$ cat src/rtl/membrane_store.sv
// membrane_store: per-neuron membrane potential store and spike collector.
// Streams stored potentials to the adder one neuron at a time, writes back
// each returned potential and spike bit, and publishes the spike bitmap and
// count once every neuron of the timestep has been updated.
module membrane_store #(
   parameter  int WIDTH   = 8,
   parameter  int NEURONS = 16,
   localparam int IDX_W   = $clog2(NEURONS),
   localparam int CNT_W   = $clog2(NEURONS + 1)
) (
   input  logic               clk,
   input  logic               reset,
   input  logic               ts_start,
   output logic               mem_out_valid,
   input  logic               mem_out_ready,
   output logic [WIDTH-1:0]   mem_out_data,
   input  logic               mem_in_valid,
   output logic               mem_in_ready,
   input  logic [WIDTH-1:0]   mem_in_data,
   input  logic               spike_in,
   output logic [NEURONS-1:0] spike_map,
   output logic [CNT_W-1:0]   spike_count,
   output logic               spike_map_valid,
   output logic               busy
);

   typedef enum logic [1:0] {
      S_IDLE = 2'd0,
      S_FEED = 2'd1,
      S_WAIT = 2'd2,
      S_DONE = 2'd3
   } state_t;

   state_t               state_q;
   logic [IDX_W-1:0]     cur_idx_q;
   logic [NEURONS-1:0]   shadow_q;
   logic [NEURONS-1:0]   shadow_d;
   logic [CNT_W-1:0]     acc_cnt_q;
   logic [CNT_W-1:0]     acc_cnt_d;
   logic [NEURONS-1:0]   spike_map_q;
   logic [CNT_W-1:0]     spike_count_q;
   logic [WIDTH-1:0]     mem_q [NEURONS];

   logic                 feed_fire;
   logic                 wb_fire;
   logic                 last_idx;

   // Handshakes are qualified by state only, so a result offered outside
   // WAIT is never taken.
   assign feed_fire = (state_q == S_FEED) && mem_out_ready;
   assign wb_fire   = (state_q == S_WAIT) && mem_in_valid;
   assign last_idx  = (cur_idx_q == IDX_W'(NEURONS - 1));

   // Shadow bitmap and count including the result currently being written
   // back; lets the final neuron be merged straight into the published map.
   always_comb begin
      shadow_d            = shadow_q;
      shadow_d[cur_idx_q] = spike_in;
      acc_cnt_d           = acc_cnt_q + CNT_W'(spike_in);
   end

   // Sweep controller: feeds one neuron, waits for its result, repeats,
   // then publishes the completed bitmap and count.
   always_ff @(posedge clk or posedge reset) begin
      if (reset) begin
         state_q       <= S_IDLE;
         cur_idx_q     <= '0;
         shadow_q      <= '0;
         acc_cnt_q     <= '0;
         spike_map_q   <= '0;
         spike_count_q <= '0;
      end else begin
         case (state_q)
            S_IDLE: begin
               if (ts_start) begin
                  state_q   <= S_FEED;
                  cur_idx_q <= '0;
                  shadow_q  <= '0;
                  acc_cnt_q <= '0;
               end
            end
            S_FEED: begin
               if (feed_fire) begin
                  state_q <= S_WAIT;
               end
            end
            S_WAIT: begin
               if (wb_fire) begin
                  shadow_q  <= shadow_d;
                  acc_cnt_q <= acc_cnt_d;
                  if (last_idx) begin
                     // Published outputs change only here, so they are
                     // already valid during the DONE pulse.
                     state_q       <= S_DONE;
                     spike_map_q   <= shadow_d;
                     spike_count_q <= acc_cnt_d;
                  end else begin
                     state_q   <= S_FEED;
                     cur_idx_q <= cur_idx_q + IDX_W'(1);
                  end
               end
            end
            S_DONE: begin
               state_q <= S_IDLE;
            end
            default: begin
               state_q <= S_IDLE;
            end
         endcase
      end
   end

   // Potential storage: cleared by reset, written verbatim on writeback.
   always_ff @(posedge clk or posedge reset) begin
      if (reset) begin
         for (int i = 0; i < NEURONS; i++) begin
            mem_q[i] <= '0;
         end
      end else if (wb_fire) begin
         mem_q[cur_idx_q] <= mem_in_data;
      end
   end

   assign mem_out_valid   = (state_q == S_FEED);
   assign mem_in_ready    = (state_q == S_WAIT);
   assign spike_map_valid = (state_q == S_DONE);
   assign busy            = (state_q != S_IDLE);
   assign mem_out_data    = mem_q[cur_idx_q];
   assign spike_map       = spike_map_q;
   assign spike_count     = spike_count_q;

endmodule
$ cat config.mk
export PLATFORM = sky130hd
export DESIGN_NAME = membrane_store
export DESIGN_NICKNAME = d
export VERILOG_FILES = /design/src/rtl/membrane_store.sv
export SDC_FILE = /design/constraint.sdc
export NUM_CORES = 1
export LEC_CHECK = 0
export ABC_AREA = 1
export CORE_UTILIZATION = 61
export DETAILED_ROUTE_END_ITERATION = 10
export PLACE_DENSITY_LB_ADDON = 0.05
export SLEW_MARGIN = 25
export SYNTH_ARGS = -nofsm -noshare
export SYNTH_HDL_FRONTEND = slang
export SYNTH_SLANG_ARGS = --single-unit
$ cat constraint.sdc
create_clock -name clk -period 8.23 [get_ports clk]
set_clock_uncertainty 0.05 [all_clocks]
set_input_delay 0.823 -clock clk [delete_from_list [all_inputs] [get_ports clk]]
set_output_delay 0.823 -clock clk [all_outputs]
set_load 0.05 [all_outputs]
# Word level (Yosys, flattened, before mapping)

Cells that the tools add are included.

Register bits after elaboration: 176
ROM bits: 0
Latch bits: 0
RAM bits: 0
Memories: 0
Output and inout port bits: 33
Logic and storage cells: 72
Input bits: 14

Order comparisons: 4
Div/mod/pow operators: 0
Reduce and logical (&&, ||, !) cells: 11
Shift-type cells: 0
Equality and inequality tests: 8
Mux-type cells: 24
Bitwise operators: 1
$mul: 0
$add $sub $neg: 2

Operator list:

| kind                  | number |
|---|---|
| $bwmux W128           | 1 |
| $bmux W8 S4           | 1 |
| $demux W8 S4          | 1 |
| $mux W16              | 2 |
| $pmux W16 S2          | 1 |
| $mux W8               | 3 |
| $bwmux W16            | 1 |
| $mux W4               | 3 |
| $mux W5               | 2 |
| $pmux W5 S2           | 1 |
| $reduce_and A3 Y1     | 3 |
| $mux W2               | 4 |
| $pmux W2 S4           | 1 |
| $pmux W4 S2           | 1 |
| $add A5 B1 Y5         | 1 |
| $ge A5 B5 Y1 const B  | 1 |
| $lt A4 B5 Y1 const B  | 1 |
| $lt A5 B1 Y1 const B  | 1 |
| $not A4 Y5            | 1 |
| $add A4 B1 Y4 const B | 1 |
| $demux W1 S4          | 1 |
| $eq A2 B2 Y1 const B  | 2 |
| $eq A4 B4 Y1 const B  | 1 |
| $ge A4 B1 Y1 const B  | 1 |
| other kinds (8)       | 14 |

# Logic depth before layout (Yosys ltp)

Gate-level depths: netlist of run 1.

Depth in word-level cells: 7
Gate-level depth with buffers: 10
Gate-level depth less buffers: 8

# Least setup slack after synthesis of run 1

No wires, ideal clock.

Path type: reg-to-output
From: register cur_idx_q[1]
To: output mem_out_data[0]
Stages on the path, launching flop included: 10
Path slack: 5.815 ns
Buffers on the path: 2
Data required time: 7.357 ns
Arrival time: 1.542 ns
Cells stage by stage: dfrtp_1 > buf_2 > clkinv_1 > clkbuf_1 > nand3_1 > nand2_1 > nand2_1 > nand2_1 > inv_1 > nand2_1

Longest elaborated chain between the ends: 4

Ends and longest elaborated chain:

| what                                        | RTL line | RTL |
|---|---|---|
| from (decl)                                 | 35       | `logic [IDX_W-1:0] cur_idx_q;` |
| from (signal assigned)                      | 99       | `cur_idx_q <= cur_idx_q + IDX_W'(1);` |
| $not A4 Y5 (implied by the code)            | 128      | `assign mem_out_data = mem_q[cur_idx_q];` |
| $bmux W8 S4                                 | 128      |  |
| $mux W8 (implied by the code) (2 in series) | 128      |  |
| to (decl)                                   | 16       | `output logic [WIDTH-1:0] mem_out_data,` |

No other way between the ends. The select of a mux whose other input is x is not followed.

# Worst setup path after layout of run 1

From: register cur_idx_q[0]
To: output mem_out_data[3]

Same word-level chain as after synthesis.

==> results of run 1 <==
placed cells by master, fill, tap and decap left out, types with 5 or more instances in the layout:
master / n
nand2_1: 416
inv_1: 188
dfrtp_1: 174
o21ai_0: 168
nand3_1: 85
clkdlybuf4s50_1: 46
nor2_1: 22
clkbuf_16: 17
o21ai_1: 12
ha_1: 6
nor2_4: 5
final timing paths:
| check | startpoint | depth (start not counted) | to |
|---|---|---|---|
| max | cur_idx_q[0] | 10 | mem_out_data[3] |
| min | spike_count[3] | 2 | spike_count[3] |
| max reg2reg | cur_idx_q[0] | 7 | mem_q[122] |
| min reg2reg | spike_count[3] | 2 | spike_count[3] |
| max in group asynchronous | reset | 3 | cur_idx_q[0] |
| min in group asynchronous | reset | 2 | spike_map[8] |
registers in the layout, summed over array words and instances (netlist names):
register / count
mem_q: 128
spike_map: 16
shadow_q: 15
acc_cnt_q: 5
spike_count: 5
cur_idx_q: 4
state_q: 2
power by group through the flow:
stage          sequential [mW]  clock (mW)  combinational, mW
5_1_grt                  0.992       0.824              0.996
4_1_cts                  0.982       0.788              0.892
6_report                 0.983       0.783              0.893
3_3_place_gp             0.995           0              0.875
3_5_place_dp             0.996           0              0.885
2_1_floorplan            0.991           0              0.676
metrics by stage:
| step | cell area (um^2) | worst slack (ns) | utilization | hold WS [ns] | total power, mW |
|---|---|---|---|---|---|
| after floorplan | 8660 | 2.61 | - | 0.403 | 1.67 |
| after global placement | 9080 | 4.34 | 0.654 | 0.404 | 1.87 |
| after detailed placement | 9080 | 4.60 | 0.654 | 0.408 | 1.88 |
| after CTS | 9650 | 4.11 | 0.696 | 0.424 | 2.66 |
| after global routing | 9660 | 3.85 | 0.696 | 0.444 | 2.81 |
| final | 9660 | 4.09 | 0.696 | 0.419 | 2.66 |
worst min-delay path: stages, from the launching register on:
cell and delay (ns):
dfrtp_1 0.34, nand2_1 0.05, nand2_1 0.04
cell type report:
type	instances	share of cell area
Clock buffer	23	0.0505
Clock inverter	8	0.00842
Inverter	197	0.0779
Multi-Input combinational cell	729	0.336
Sequential cell	175	0.454
Tap cell	180	0.0233
Timing Repair Buffer	49	0.0500
cells by family after synthesis:
kind of cell | count (synthesis)
XOR/XNOR | 4
AND/OR/NAND/NOR | 534
AO/OA/AOI/OAI | 185
adder cells (fa/ha/maj) | 6
flip-flops | 175
buffers and inverters | 251
metal layers:
layer	global-route usage	share of wire	vias to the layer above
met5	0	0	-
met4	0.0741	0.010	0
met3	0.0653	0.058	18
met2	0.446	0.43	198
met1	0.439	0.50	3343
li1	-	-	3549
==> run_results.csv, run 1 <==
group,metric,value,unit
outcome,outcome,"complete, no violations",
synth,synth_area,8660,um^2
finish,antenna_cells,0,
synth,synth_nets,1175,
power_and_ir_drop,p_per_area,275,nW/um^2
finish,final_nets,1189,
cts,path_clk_slew,0.07,ns
job,cap_violations,0,
synth,synth_top_family_by_area,"simple AND/OR/NAND/NOR gates",
routing,wirelength,19.9,mm
routing,firstDrtPassIters,5,
cts,clock_sinks,175,
setup_path,start_kind,"register",
floorplan,rows,43,
synth,synth_area_leaders,"dfrtp_1 (51%), nand2_1 (18%), o21ai_0 (9.7%)",
finish,regArea,4380,um^2
setup_path,path_cells,"buf_4, inv_4, nand2_1, nand3_1, nand2_1, nand2_1, nand2_1, inv_1, nand2_1, clkdlybuf4s50_1",
sta,setup-violations-final,0,
sta,worst_pin_slew,0.866,ns
synth,synth.avg_cell_area,7.50,um^2
routing,drt_iter0_drc,573,
floorplan,initial_core_util,0.624,
synth,yosysSeqAreaShare,0.506,
synth,async_reset_ff_frac,1.00,
placement,place_hpwl,13.2,mm
power_and_ir_drop,p_sw,1.00,mW
synth,yosysTopAreaCell,"dfrtp_1",
synth,synth.top_cells.by_count,"nand2_1 (416), inv_1 (190), dfrtp_1 (175)",
sta,hold_viol,0,
global_routing,antenna_found_initial,0,
global_routing,grt_max_degree,108,
synth,synthFlopType,"dfrtp_1",
routing,ant_nets,0,
setup_path,crit_fanout,69,
setup_path,worst-path-buf-inv,4,
setup_path,rrSetupSlack,5.30,ns
sta,fin_crit,4.14,ns
synth,synth_compound_area_frac,0.109,
setup_path,cpMaxStageDelayCell,"clkdlybuf4s50_1",
sta,rsz0062_at_grt,"no",
sta,slew_violations,0,
sta,period_share,0.503,
power_and_ir_drop,combPwrFrac,0.336,
synth,yosys.area_share.simple,0.254,
cts,clock_latency,0.43,ns
min_path,min_path_type,"reg -> reg",
power_and_ir_drop,swShare,0.377,
setup_path,critical_path_class,"reg -> out",
setup_path,critPathMaxStageDelay,0.80,ns
placement,numPlacedInstances,1330,
synth,synthDominantCellAreaShare,0.506,
synth,synth_xor_area_frac,0.00405,
routing,vias,7108,
power_and_ir_drop,p_leak,4.79,nW
setup_path,cp_data_arrival_time,3.27,ns
synth,synth_seq_cells,175,
finish,multi_input_area,3250,um^2
synth,syn-instance-count,1155,
placement,gp_congestion,0.849,
floorplan,core,13900,um^2
synth,synth_cell_types,24,
routing,via_per_inst,5.22,
power_and_ir_drop,vdd_drop_max,241,uV
cts,cts_made_buffers,17,
power_and_ir_drop,pwr-share-clk,0.294,
sta,fin_setup_tns,0,ns
placement,io_buffers,46,
finish,area_growth,11.5,%
floorplan,die_x,121,um
cts,hold_buffers,0,
cts,cts_resized,0,
cts,cts_tree,"built",
finish,drive_gt1_frac,0.0474,
sta,slew_headroom,0.423,
power_and_ir_drop,p_int,1.66,mW
global_routing,grt_pass1_wl,33.6,mm
global_routing,track_usage,0.297,
floorplan,ioPinCount,47,
cts,clockRootBuffer,"clkbuf_16",
cts,cts_setup_buffers,0,
setup_path,required,7.36,ns
synth,yosysMostFrequentCell,"nand2_1",
floorplan,die_area,14700,um^2
routing,route.detailed.drc,0,
routing,wl_per_cell,14.6,um
setup_path,cp_top_family,"buffers and inverters",
finish,fin_cells,1361,
cts,htree_levels,4,
setup_path,cp_common_cell,"nand2_1",
global_routing,grt_pass1_vias,6713,
floorplan,die_h,121,um
synth,synthMuxAreaShare,0,
cts,cts.path.max_buffers,2,
global_routing,overflow,0,
synth,synth_edf_count,0,
synth,yosysWarnings,0,
power_and_ir_drop,pwr-share-seq,0.370,
synth,synth_fa_ha_area_frac,0.00867,
finish,fill_cells,1186,
sta,timing.fmax,242,MHz
setup_path,cp-end-kind,"output pin",
(Power assumes the default switching activity.)
==> run 2: changes to the inputs <==
--- a/config.mk
+++ b/config.mk
@@ -6,7 +6,7 @@
 export NUM_CORES = 1
 export LEC_CHECK = 0
 export ABC_AREA = 1
-export CORE_UTILIZATION = 61
+export CORE_UTILIZATION = 60
 export DETAILED_ROUTE_END_ITERATION = 10
 export PLACE_DENSITY_LB_ADDON = 0.05
 export SLEW_MARGIN = 25
==> constraint.sdc (replaced) <==
create_clock -name clk -period 4.1 [get_ports clk]
set_clock_uncertainty 0.05 [all_clocks]
set_input_delay 0.41 -clock clk [delete_from_list [all_inputs] [get_ports clk]]
set_output_delay 0.41 -clock clk [all_outputs]
set_load 0.05 [all_outputs]
==> run_results.csv, run 2 (same netlist as run 1, synthesis figures left out) <==
group,metric,value,unit
outcome,outcome,"complete, no violations",
finish,design_area,9710,um^2
routing,wirelength,20.7,mm
floorplan,die_area,14900,um^2
setup_path,start_kind,"register",
cts,htree_levels,4,
global_routing,use_met1,0.435,
finish,mostFrequentLayoutCell,"nand2_1",
finish,final_nets,1191,
setup_path,cp_data_arrival_time,2.59,ns
routing,route.detailed.drc,0,
sta,rsz0062_at_grt,"no",
floorplan,rows,43,
routing,via_per_inst,5.29,
sta,fin_crit,3.05,ns
finish,drive_gt1_frac,0.0533,
placement,gp_congestion,0.822,
sta,hold_viol,0,
sta,period_share,0.745,
placement,place_hpwl,13.0,mm
sta,slew_headroom,0.465,
power_and_ir_drop,vdd_drop_max,467,uV
sta,slew_violations,0,
floorplan,die_x,122,um
setup_path,required,3.64,ns
finish,top_register,"mem_q",
global_routing,grt_max_degree,176,
finish,layout_common_cells,"nand2_1 (416), inv_1 (188), dfrtp_1 (174)",
cts,clockRootBuffer,"clkbuf_16",
cts,path_clk_slew,0.06,ns
cts,cts_made_buffers,17,
cts,cts_setup_buffers,0,
setup_path,critical_path_class,"reg -> out",
sta,fin_setup_tns,0,ns
global_routing,grt_pass1_vias,6576,
global_routing,track_usage,0.303,
global_routing,grtUsageMet2,0.452,
floorplan,initial_core_util,0.619,
routing,drt_iter0_drc,660,
global_routing,overflow,0,
placement,io_buffers,46,
global_routing,antenna_found_initial,0,
finish,antenna_cells,0,
finish,area_growth,12.1,%
sta,worst_pin_slew,0.802,ns
routing,ant_nets,0,
job,cap_violations,0,
floorplan,die_h,122,um
global_routing,grt_use_met3,0.0730,
sta,timing.fmax,327,MHz
cts,cts_tree,"built",
global_routing,grt.busiest_layer,"met2",
cts,cts.path.max_buffers,2,
cts,hold_buffers,0,
placement,postPlaceCellArea,9080,um^2
finish,largest_reg_flops,128,
cts,cts_resized,0,
min_path,min_path_type,"in -> async",
power_and_ir_drop,p_per_area,562,nW/um^2
sta,setup-violations-final,0,
routing,firstDrtPassIters,5,
cts,clock_latency,0.43,ns
cts,clock_sinks,175,
floorplan,core,14000,um^2
routing,wl_per_cell,15.2,um
global_routing,grt_pass1_wl,34.2,mm
floorplan,ioPinCount,47,
power_and_ir_drop,power,5.46,mW
setup_path,cp-end-kind,"output pin",
setup_path,crit_fanout,43,
routing,vias,7203,
power_and_ir_drop,p_leak,4.84,nW
## run 2: cell count changes in the layout (fill, tap and decap cells not counted), sizes merged
cell	delta
clkinv	-2
buf	+10
clkinvlp	-1
bufinv	+3
clkdlybuf4s50	-8
inv	-1
## run 2: path summary, 6_finish.rpt
check                                  endpoint      startpoint  cells after the start  slack, ns
worst max-delay path            mem_out_data[3]    cur_idx_q[0]                     10       1.05
worst min-delay path                  mem_q[89]           reset                      3       0.33
worst max register to register    spike_map[13]    cur_idx_q[0]                      9       1.49
worst min register to register   spike_count[3]  spike_count[3]                      2       0.42
max in group asynchronous             mem_q[61]           reset                      4       2.68
min in group clk                 spike_count[3]  spike_count[3]                      2       0.42
## run 2: cell type report
| cell class | count | area [um^2] |
|---|---|---|
| clock buffers | 23 | 468 |
| clock inverters | 7 | 135 |
| fillers | 1185 | 4280 |
| inverters | 197 | 744 |
| multi-input cells | 729 | 3250 |
| flip-flops and latches | 175 | 4380 |
| well taps | 180 | 225 |
| repair buffers | 51 | 510 |
## run 2: layer usage
metal | up-vias | share of wire
met5 | - | 0
met4 | 0 | 0.020
met3 | 33 | 0.064
met2 | 220 | 0.46
met1 | 3394 | 0.46
li1 | 3556 | -
## run 2: worst max-delay path, stage by stage (launching register included)
cell and delay, ns:
dfrtp_2 0.40, inv_2 0.57, buf_4 0.42, nand2_1 0.09, nand3_1 0.09, nand2_1 0.07, nand2_1 0.08, nand2_1 0.06
inv_1 0.08, nand2_1 0.09, buf_4 0.20
## run 2: metrics by stage
stage / hold slack (ns) / instances / utilization / setup slack (ns)
floorplan: 0.403 / 1155 / - / 1.40
detailed placement: 0.409 / 1331 / 0.649 / 1.29
finish: 0.328 / 1362 / 0.694 / 1.05
CTS: 0.424 / 1361 / 0.692 / 0.993
global route: 0.347 / 1362 / 0.694 / 0.898
global placement: 0.405 / 1331 / 0.649 / 1.38
## run 2: report_power, final
| group | total [mW] | leakage (nW) | internal [mW] | switching [mW] |
|---|---|---|---|---|
| registers | 1.98 | 2.20 | 1.89 | 0.0894 |
| clock network | 1.69 | 0.297 | 1.04 | 0.645 |
| logic | 1.79 | 2.34 | 0.521 | 1.27 |
